--- config.mk ---
export PLATFORM = sky130hd
export DESIGN_NAME = game_display_box_animator
export DESIGN_NICKNAME = d
export VERILOG_FILES = /design/src/rtl/game_display_box_animator.sv
export SDC_FILE = /design/constraint.sdc
export NUM_CORES = 1
export LEC_CHECK = 0
export ABC_AREA = 1
export CAP_MARGIN = 25
export CORE_MARGIN = 4
export CORE_UTILIZATION = 55
export CTS_CLUSTER_SIZE = 12
export DETAILED_ROUTE_END_ITERATION = 7
export PLACE_DENSITY = 0.88
export SLEW_MARGIN = 20
export SYNTH_ARGS = -nofsm -noshare
export SYNTH_HDL_FRONTEND = slang
export SYNTH_SLANG_ARGS = --single-unit
--- constraint.sdc ---
create_clock -name clk -period 9.1 [get_ports clk]
set_clock_uncertainty 0.15 [all_clocks]
set_input_delay 2.275 -clock clk [delete_from_list [all_inputs] [get_ports clk]]
set_output_delay 2.275 -clock clk [all_outputs]
set_load 0.01 [all_outputs]
--- src/rtl/game_display_box_animator.sv ---
// Game-display box animator: walks the four box edges toward an accepted target
// by at most STEP pixels per frame_tick. Optional GAME_DISPLAY_SNAP_EN adds a snap input.
module game_display_box_animator #(
  parameter int STEP    = 4,
  parameter int BORDER  = 5,
  parameter int H_MAX   = 639,
  parameter int V_MAX   = 479,
  parameter int INIT_X0 = 220,
  parameter int INIT_Y0 = 250,
  parameter int INIT_X1 = 420,
  parameter int INIT_Y1 = 400
) (
  input  logic       clk,
  input  logic       reset,
  input  logic       frame_tick,
  input  logic       target_valid,
  output logic       target_ready,
  input  logic [9:0] target_x0,
  input  logic [9:0] target_y0,
  input  logic [9:0] target_x1,
  input  logic [9:0] target_y1,
`ifdef GAME_DISPLAY_SNAP_EN
  input  logic       snap,
`endif
  output logic [9:0] game_display_x0,
  output logic [9:0] game_display_y0,
  output logic [9:0] game_display_x1,
  output logic [9:0] game_display_y1,
  output logic       moving,
  output logic       done,
  output logic       reject
);

  typedef enum logic {S_IDLE, S_MOVE} state_t;

  localparam logic signed [10:0] STEP_S   = 11'(STEP);
  localparam logic        [9:0]  STEP_U   = 10'(STEP);
  localparam logic        [10:0] BORDER_W = 11'(BORDER);
  localparam logic        [10:0] H_MAX_W  = 11'(H_MAX);
  localparam logic        [10:0] V_MAX_W  = 11'(V_MAX);

  state_t     state_q, state_d;
  logic [9:0] x0_q, y0_q, x1_q, y1_q;
  logic [9:0] x0_d, y0_d, x1_d, y1_d;
  logic [9:0] tx0_q, ty0_q, tx1_q, ty1_q;
  logic [9:0] tx0_d, ty0_d, tx1_d, ty1_d;
  logic       ready_q, ready_d;
  logic       moving_q, moving_d;
  logic       done_q, done_d;
  logic       reject_q, reject_d;
  logic       snap_w;
  logic       legal;
  logic       same_box;
  logic       arrive;
  logic [9:0] nx0, ny0, nx1, ny1;
  logic [10:0] rx0, ry0, rx1, ry1;

`ifdef GAME_DISPLAY_SNAP_EN
  assign snap_w = snap;
`else
  assign snap_w = 1'b0;
`endif

  // Move one edge toward its target, clamping the step so it never overshoots.
  function automatic logic [9:0] step_edge(input logic [9:0] cur, input logic [9:0] tgt);
    logic signed [10:0] diff;
    diff = $signed({1'b0, tgt}) - $signed({1'b0, cur});
    if (diff > STEP_S)       step_edge = cur + STEP_U;
    else if (diff < -STEP_S) step_edge = cur - STEP_U;
    else                     step_edge = tgt;
  endfunction

  always_comb begin
    rx0 = {1'b0, target_x0};
    ry0 = {1'b0, target_y0};
    rx1 = {1'b0, target_x1};
    ry1 = {1'b0, target_y1};
    legal = (rx0 >= BORDER_W) && (ry0 >= BORDER_W) && (rx0 < rx1) && (ry0 < ry1) &&
            (rx1 + BORDER_W <= H_MAX_W) && (ry1 + BORDER_W <= V_MAX_W);
    same_box = (target_x0 == x0_q) && (target_y0 == y0_q) &&
               (target_x1 == x1_q) && (target_y1 == y1_q);
    nx0 = step_edge(x0_q, tx0_q);
    ny0 = step_edge(y0_q, ty0_q);
    nx1 = step_edge(x1_q, tx1_q);
    ny1 = step_edge(y1_q, ty1_q);
    arrive = (nx0 == tx0_q) && (ny0 == ty0_q) && (nx1 == tx1_q) && (ny1 == ty1_q);
  end

  always_comb begin
    state_d  = state_q;
    x0_d = x0_q;  y0_d = y0_q;  x1_d = x1_q;  y1_d = y1_q;
    tx0_d = tx0_q; ty0_d = ty0_q; tx1_d = tx1_q; ty1_d = ty1_q;
    done_d   = 1'b0;
    reject_d = 1'b0;
    case (state_q)
      S_IDLE: begin
        if (target_valid) begin
          if (!legal) begin
            reject_d = 1'b1;
          end else if (same_box) begin
            done_d = 1'b1;
          end else if (snap_w) begin
            x0_d = target_x0; y0_d = target_y0; x1_d = target_x1; y1_d = target_y1;
            done_d = 1'b1;
          end else begin
            tx0_d = target_x0; ty0_d = target_y0; tx1_d = target_x1; ty1_d = target_y1;
            state_d = S_MOVE;
          end
        end
      end
      default: begin
        if (snap_w) begin
          x0_d = tx0_q; y0_d = ty0_q; x1_d = tx1_q; y1_d = ty1_q;
          done_d  = 1'b1;
          state_d = S_IDLE;
        end else if (frame_tick) begin
          x0_d = nx0; y0_d = ny0; x1_d = nx1; y1_d = ny1;
          if (arrive) begin
            done_d  = 1'b1;
            state_d = S_IDLE;
          end
        end
      end
    endcase
    ready_d  = (state_d == S_IDLE);
    moving_d = (state_d == S_MOVE);
  end

  always_ff @(posedge clk) begin
    if (reset) begin
      state_q  <= S_IDLE;
      x0_q     <= 10'(INIT_X0);
      y0_q     <= 10'(INIT_Y0);
      x1_q     <= 10'(INIT_X1);
      y1_q     <= 10'(INIT_Y1);
      ready_q  <= 1'b1;
      moving_q <= 1'b0;
      done_q   <= 1'b0;
      reject_q <= 1'b0;
    end else begin
      state_q  <= state_d;
      x0_q     <= x0_d;
      y0_q     <= y0_d;
      x1_q     <= x1_d;
      y1_q     <= y1_d;
      ready_q  <= ready_d;
      moving_q <= moving_d;
      done_q   <= done_d;
      reject_q <= reject_d;
    end
    // Target latches carry data only; a reset simply abandons them via IDLE.
    tx0_q <= tx0_d;
    ty0_q <= ty0_d;
    tx1_q <= tx1_d;
    ty1_q <= ty1_d;
  end

  assign target_ready    = ready_q;
  assign moving          = moving_q;
  assign done            = done_q;
  assign reject          = reject_q;
  assign game_display_x0 = x0_q;
  assign game_display_y0 = y0_q;
  assign game_display_x1 = x1_q;
  assign game_display_y1 = y1_q;

endmodule

Yosys cells after proc, flatten, opt, wreduce, memory -nomap -nowiden
Index checks and enable logic that the tools add are counted.
Storage, ports and cells
  word-level logic and storage cells: 87
  output and inout bits: 44
  bits in registers: 84
Operators by class
  $lt $le $gt $ge: 14
  eq/ne operators: 8
  $add $sub $neg: 14
  reductions and logical operators: 14
  bitwise operators: 4
  mux-type cells: 21
Operators with widths (number)
  $eq A10 B10 Y1: 8
  $mux W10: 8
  $gt A11 B4 Y1 const B: 4
  $lt A11 B3 Y1 const B: 4
  $sub A10 B10 Y11: 4
  $add A10 B3 Y10 const B: 4
  $sub A10 B3 Y10 const B: 4
  $add A10 B3 Y11 const B: 2
  $ge A10 B3 Y1 const B: 2
  $lt A10 B10 Y1: 2
  $mux W1: 13
  $le A11 B10 Y1 const B: 1
  $le A11 B9 Y1 const B: 1
  $logic_and A1 B1 Y1: 11
  $not A1 Y1: 4
  $reduce_and A4 Y1: 1
  $reduce_or A3 Y1: 1
  $reduce_and A2 Y1: 1

Logic depth before layout (Yosys ltp)
Gate-level depths: netlist (run 1).
  depth in word-level cells: 12
  gate-level depth with buffers: 28
  depth with buffers taken out: 27

Worst setup path after synthesis (run 1)
Ideal clock, no wire load.
  path type: input to register
  start point: in target_x1[1]
  end point: reg tx0_q[0] (enable)
  cell stages on the path: 16
  path slack: 4.028 ns
  path buffers: 0
  data required time: 8.556 ns
  data arrival time: 4.528 ns
  setup time: 0.394 ns
  path through: inv_1 ha_1 o21ai_0 a21boi_0 o21a_1 o21ai_0 nand2_1 nand2_1 nand2_1 nand2_1 nand2_1 nand2_1 a21oi_1 nor3_1 nand3_1 inv_1
On the way
  cells in the longest elaborated chain, start to end: 6
RTL lines
  start, declared: RTL line 20  | input logic [9:0] target_x1,
  branches (longest 5 deep; another with $add A10 B3 Y11)
  $reduce_and A4 Y1 (no line) *
  end signal, assigned: RTL line 152  | tx0_q <= tx0_d;
  end, declared: RTL line 45  | logic [9:0] tx0_q, ty0_q, tx1_q, ty1_q;
Every way passes the cells marked *.
A chain may end at the register's enable or synchronous reset.

Final worst setup path (run 1)
  start point: in target_y1[1]
  end point: reg tx1_q[6] (enable)
On the way
  cells in the longest elaborated chain, start to end: 5
RTL lines
  start, declared: RTL line 21  | input logic [9:0] target_y1,
  branches (longest 4 deep; another with $add A10 B3 Y11)
  $reduce_and A4 Y1 (no line) *
  end signal, assigned: RTL line 154  | tx1_q <= tx1_d;
  end, declared: RTL line 45
Marked as above.

==> flow_summary.ini, run 1 <==
[timing]
maxSlewViolCount = 0
finalSetupTns_ps = 0
fmax_mhz = 176
setup_viol = 0
rsz0062_at_grt = false
period_needed_ps = 5670
hold_viol = 0
min_period_over_period = 0.623
fin_hold_ws_ps = 433
maxSlewHeadroom = 0.392
worst_pin_slew_ps = 911

[layout]
drive_above_1_share = 0.0547
nets = 1593
post-route-cell-area_sq_um = 10600
multi_input_area_sq_um = 6130
fill_cells = 1452
final_cell_mix = 336 x nand2_1, 218 x inv_1, 189 x nand3_1
regArea_sq_um = 2080
diodes = 0
syn_to_final_growth_pct = 14.3
final_common_cell = nand2_1

[route]
drt_iter0_drc = 769
drt_pass1_iterations = 6
drtAntennaViolNets = 0
vias = 9693
vias_per_cell = 5.70
post_drt_wl_per_cell_microns = 15.9
route.detailed.drc = 0
wl_microns = 27000

[clock_network]
clockBufferDepth = 2
cts_tree = built
cts_resized = 0
htreeDepth = 3
clk_pin_slew_worst_paths_ps = 60
cts_setup_buffers = 0
clockRootBuffer = clkbuf_16
cts_buffers = 9
cts_sinks = 84
holdBufCountCts = 0
clk_latency_ps = 360

[floorplan]
design.core.area_sq_um = 16500
fp.dieH_microns = 138
start_util = 0.559
std_cell_rows = 47
die_area_sq_um = 18900
ioPinCount = 88
die_w_microns = 138

[setup_path]
cp-end-kind = flop
cp_top_family = buffers and inverters
path_max_fanout = 29
critPathRequiredTime_ps = 8960
arrival_ps = 5530
slowest_stage = clkdlybuf4s50_1
cp_num_buf_inv = 4
cp-start-kind = primary input
path_cells = clkdlybuf4s50_1 > inv_1 > ha_1 > o21a_1 > o21ai_0 > a21boi_0 > o21ai_0 > nand2_1 > nand2_1 > nand2_1 > nand2_1 > nand2_1 > nand2_1 > a21oi_1 > nor3_1 > nand3_1 > inv_1 > buf_4
crit_type = primary input to flop
slowest_delay_ps = 610
timing.critical_path.mode_cell = nand2_1

[synthesis]
ys.flop_type = dfxtp_1
synth_edf_count = 40
synth_top_area_frac = 0.136
synthMuxAreaShare = 0
synth_largest_area_cell = nand2_1
ys_seq_area_frac = 0.225
synth-compound-area-share = 0.0996
synth_area_leaders = nand2_1 14%, edfxtp_1 13%, nand3_1 10%, dfxtp_1 9.5%, ha_1 9.5%
syn_nets = 1526
synth_xor_area_frac = 0.0872
yosys.area_share.simple = 0.373
synth_top_family_by_area = simple AND/OR/NAND/NOR gates
yosysWarnings = 0
synthAdderAreaFrac = 0.103
synth_cells = 1408
synthArstFlopShare = 0
ys_types = 45
syn_area_per_cell_sq_um = 6.56
netlist_area_sq_um = 9240
ys_ff_latch = 84

[global_routing]
grt_pass1_wl_microns = 42400
grt_usage = 0.282
grt_max_degree = 43
grt_pass1_vias = 8768
gr-total-overflow = 0
antenna_found_initial = 0

[placed_design]
io_buffers = 87
dp_hpwl_microns = 21300
gp_congestion = 0.992
placed_area_sq_um = 10200

[min_path]
hold_path.class = flop to flop

[outcome]
status = finished, final reports clean

[job]
max_cap_violations = 0

[power_and_ir_drop]
p_leak_nw = 5.22
ir_drop_mv = 0.0990
cellPowerDensity_nw_per_um2 = 112
[layer usage]
layer	share of wire	GRT usage
met5	0	0
met4	0.033	0.106
met3	0.087	0.0584
met2	0.47	0.473
met1	0.41	0.356
[worst reg2reg max path: cells and delay by family (launching register included)]
kind / cells / cell delay (ps)
adders and majority gates: 1 / 390
buffers and inverters: 2 / 240
AOI/OAI and AO/OA: 1 / 240
and+or+nand+nor: 19 / 2250
DFF: 1 / 540
[registers in the layout, indices dropped and copies added, names as in the netlist]
name             count
game_display_x0     10
game_display_x1     10
game_display_y0     10
game_display_y1     10
tx0_q               10
tx1_q               10
ty0_q               10
ty1_q               10
done                 1
moving               1
reject               1
target_ready         1
[cell type report]
type | count | share of cell area
multi-input cells | 1062 | 0.580
clock buffers | 10 | 0.0217
well taps | 220 | 0.0261
clock inverters | 6 | 0.00841
flip-flops and latches | 84 | 0.197
repair buffers | 91 | 0.0853
inverters | 227 | 0.0811
[Yosys cell counts, types with 4 or more instances]
cell,n
a21oi_1,55
a21oi_2,8
buf_2,9
buf_6,4
clkbuf_1,22
dfxtp_1,44
edfxtp_1,40
fa_1,4
ha_1,70
inv_1,218
inv_2,4
nand2_1,336
nand2_2,20
nand2_4,6
nand3_1,189
nand3_2,11
nand3b_1,15
nand4_1,33
nor2_1,80
nor3_1,29
nor4_1,11
o21ai_0,56
o21bai_1,5
o31ai_1,10
xnor2_1,22
xor2_1,70
[metrics by stage]
stage | cells | worst slack (ps) | total power, mW | util
after floorplan | 1408 | 4030 | 0.677 | -
after detailed placement | 1684 | 3130 | 0.780 | 0.620
after CTS | 1700 | 3500 | 1.18 | 0.639
after global placement | 1684 | 3290 | 0.768 | 0.620
after global routing | 1700 | 3100 | 1.23 | 0.639
final | 1700 | 3430 | 1.18 | 0.639
[final timing paths]
| kind | start | slack [ps] | cells past startpoint | end |
|---|---|---|---|---|
| setup / recovery | target_y1[1] | 3430 | 18 | tx1_q[6] |
| hold / removal | ty1_q[0] | 430 | 2 | game_display_y1[0] |
| setup reg to reg | game_display_y0[6] | 5220 | 23 | target_ready |
| hold reg to reg | ty1_q[0] | 430 | 2 | game_display_y1[0] |
[power breakdown]
group	total [mW]	switching [mW]	leakage [nW]	internal [mW]
Combinational	0.347	0.216	4.35	0.131
Clock	0.399	0.158	0.149	0.240
Sequential	0.434	0.0225	0.719	0.411
Total	1.18	0.397	5.22	0.783
[kinds of logic after synthesis]
family / after synthesis
compound gates: 156
xor+xnor: 92
fa+ha+maj: 74
buf+inv: 262
flops: 84
simple gates: 740
Power figures use the tool's default switching activity.
==> run 2, diff against run 1 <==
--- a/config.mk
+++ b/config.mk
@@ -8,10 +8,10 @@
 export ABC_AREA = 1
 export CAP_MARGIN = 25
 export CORE_MARGIN = 4
-export CORE_UTILIZATION = 55
+export CORE_UTILIZATION = 54
 export CTS_CLUSTER_SIZE = 12
 export DETAILED_ROUTE_END_ITERATION = 7
-export PLACE_DENSITY = 0.88
+export PLACE_DENSITY = 0.9
 export SLEW_MARGIN = 20
 export SYNTH_ARGS = -nofsm -noshare
 export SYNTH_HDL_FRONTEND = slang
==> constraint.sdc (replaced) <==
create_clock -name clk -period 5.15 [get_ports clk]
set_clock_uncertainty 0.15 [all_clocks]
set_input_delay 1.2875 -clock clk [delete_from_list [all_inputs] [get_ports clk]]
set_output_delay 1.2875 -clock clk [all_outputs]
set_load 0.01 [all_outputs]
==> run 2 against run 1 <==
  * Routed wire length rose by 1.5%
  * Global-route usage fell by 0.83 points
  * Die area rose by 1.7%
  * Cell area barely moved
  * Critical path depth fell by 6
  * Highest routed layer is now met5
  * Setup slack got worse by 2600 ps
  * Worst hold slack improved by 14 ps
  * Largest cell class unchanged
  * Sequential share of layout area barely moved
==> flow_summary.ini, run 2 (same netlist as run 1, synthesis figures left out) <==
[setup_path]
cp_num_buf_inv = 4
slowest_stage = clkdlybuf4s50_1
crit_type = primary input to flop
timing.critical_path.mode_cell = nand3_1
arrival_ps = 4210
path_max_fanout = 29
path_cells = clkdlybuf4s50_1 > inv_1 > ha_1 > a211o_1 > a21oi_1 > nand3_1 > nor3_1 > nand3_1 > nor3_1 > nand3_1 > inv_1 > buf_4
cp-start-kind = primary input
slowest_delay_ps = 610
cp_top_family = buffers and inverters
critPathRequiredTime_ps = 5000
cp-end-kind = flop

[timing]
fmax_mhz = 229
fin_hold_ws_ps = 447
hold_viol = 0
maxSlewViolCount = 0
period_needed_ps = 4360
finalSetupTns_ps = 0
rsz0062_at_grt = false
min_period_over_period = 0.847
maxSlewHeadroom = 0.431
setup_viol = 0
worst_pin_slew_ps = 852

[outcome]
status = finished, final reports clean

[floorplan]
die_w_microns = 139
fp.dieH_microns = 139
design.core.area_sq_um = 16700
start_util = 0.553
std_cell_rows = 47
die_area_sq_um = 19300
ioPinCount = 88

[clock_network]
clockRootBuffer = clkbuf_16
htreeDepth = 3
cts_tree = built
clockBufferDepth = 2
holdBufCountCts = 0
cts_sinks = 84
cts_buffers = 9
clk_pin_slew_worst_paths_ps = 60
clk_latency_ps = 340
cts_resized = 0
cts_setup_buffers = 0

[power_and_ir_drop]
seqPwrFrac = 0.376
cellPowerDensity_nw_per_um2 = 193
p_int_mw = 1.36
p_comb_frac = 0.301
clkPwrFrac = 0.323
power_switching_mw = 0.681
total_power_mw = 2.04
p_leak_nw = 5.22
ir_drop_mv = 0.163
switching_share = 0.334

[route]
vias = 9816
drt_pass1_iterations = 6
drtAntennaViolNets = 0
post_drt_wl_per_cell_microns = 16.1
wl_microns = 27400
drt_iter0_drc = 940
vias_per_cell = 5.77
route.detailed.drc = 0

[global_routing]
antenna_found_initial = 1
grt_usage = 0.274
grt_max_degree = 37
grt_pass1_wl_microns = 44300
grt_pass1_vias = 9055
gr-total-overflow = 0

[layout]
diodes = 0
final_cell_mix = 336 x nand2_1, 218 x inv_1, 189 x nand3_1
nets = 1594
fill_cells = 1490
post-route-cell-area_sq_um = 10600
final_common_cell = nand2_1
drive_above_1_share = 0.0554
syn_to_final_growth_pct = 14.2
stdcell_count = 1701

[placed_design]
dp_hpwl_microns = 21600
dpl.cell_count = 1685
io_buffers = 87
gp_congestion = 0.975
placed_area_sq_um = 10300

[job]
max_cap_violations = 0

[min_path]
hold_path.class = flop to flop
-- run 2: tightest hold or removal path: cells and delay by family, from the launching register on --
| family | cells | cell delay, ps |
|---|---|---|
| compound gates | 2 | 210 |
| flops | 1 | 350 |
-- run 2: cell type report --
| cell class | instances | area, sq um | share of cell area |
|---|---|---|---|
| Timing Repair Buffer | 92 | 908 | 0.0860 |
| Sequential cell | 84 | 2080 | 0.197 |
| Clock inverter | 4 | 47.5 | 0.00450 |
| Tap cell | 220 | 275 | 0.0261 |
| Multi-Input combinational cell | 1062 | 6130 | 0.581 |
| Inverter | 227 | 857 | 0.0812 |
| Clock buffer | 12 | 256 | 0.0243 |
-- run 2: power by group through the flow --
| stage | registers [mW] | clock network, mW | logic (mW) |
|---|---|---|---|
| 6_report | 0.768 | 0.659 | 0.614 |
| 5_1_grt | 0.771 | 0.686 | 0.685 |
| 4_1_cts | 0.766 | 0.656 | 0.605 |
| 3_5_place_dp | 0.780 | 0 | 0.599 |
| 3_3_place_gp | 0.780 | 0 | 0.580 |
| 2_1_floorplan | 0.766 | 0 | 0.430 |
-- run 2: path summary, 6_finish.rpt --
kind	from	end	slack [ps]	cells after the start
min	ty1_q[0]	game_display_y1[0]	450	2
max	target_x1[9]	ty0_q[0]	790	12
min reg2reg	ty1_q[0]	game_display_y1[0]	450	2
max reg2reg	game_display_y0[2]	moving	1280	23
-- run 2: layer usage --
layer | vias up | GRT usage | part of all wire
li1 | 4755 | - | -
met1 | 4492 | 0.365 | 0.42
met2 | 482 | 0.448 | 0.46
met3 | 85 | 0.0393 | 0.084
met4 | 2 | 0.109 | 0.037
met5 | - | 0 | 0.00029
-- run 2: per-stage QoR --
stage,utilization,setup slack [ps]
after floorplan,-,1070
after global placement,0.614,667
after detailed placement,0.614,539
after CTS,0.632,856
after global routing,0.632,547
final,0.632,786
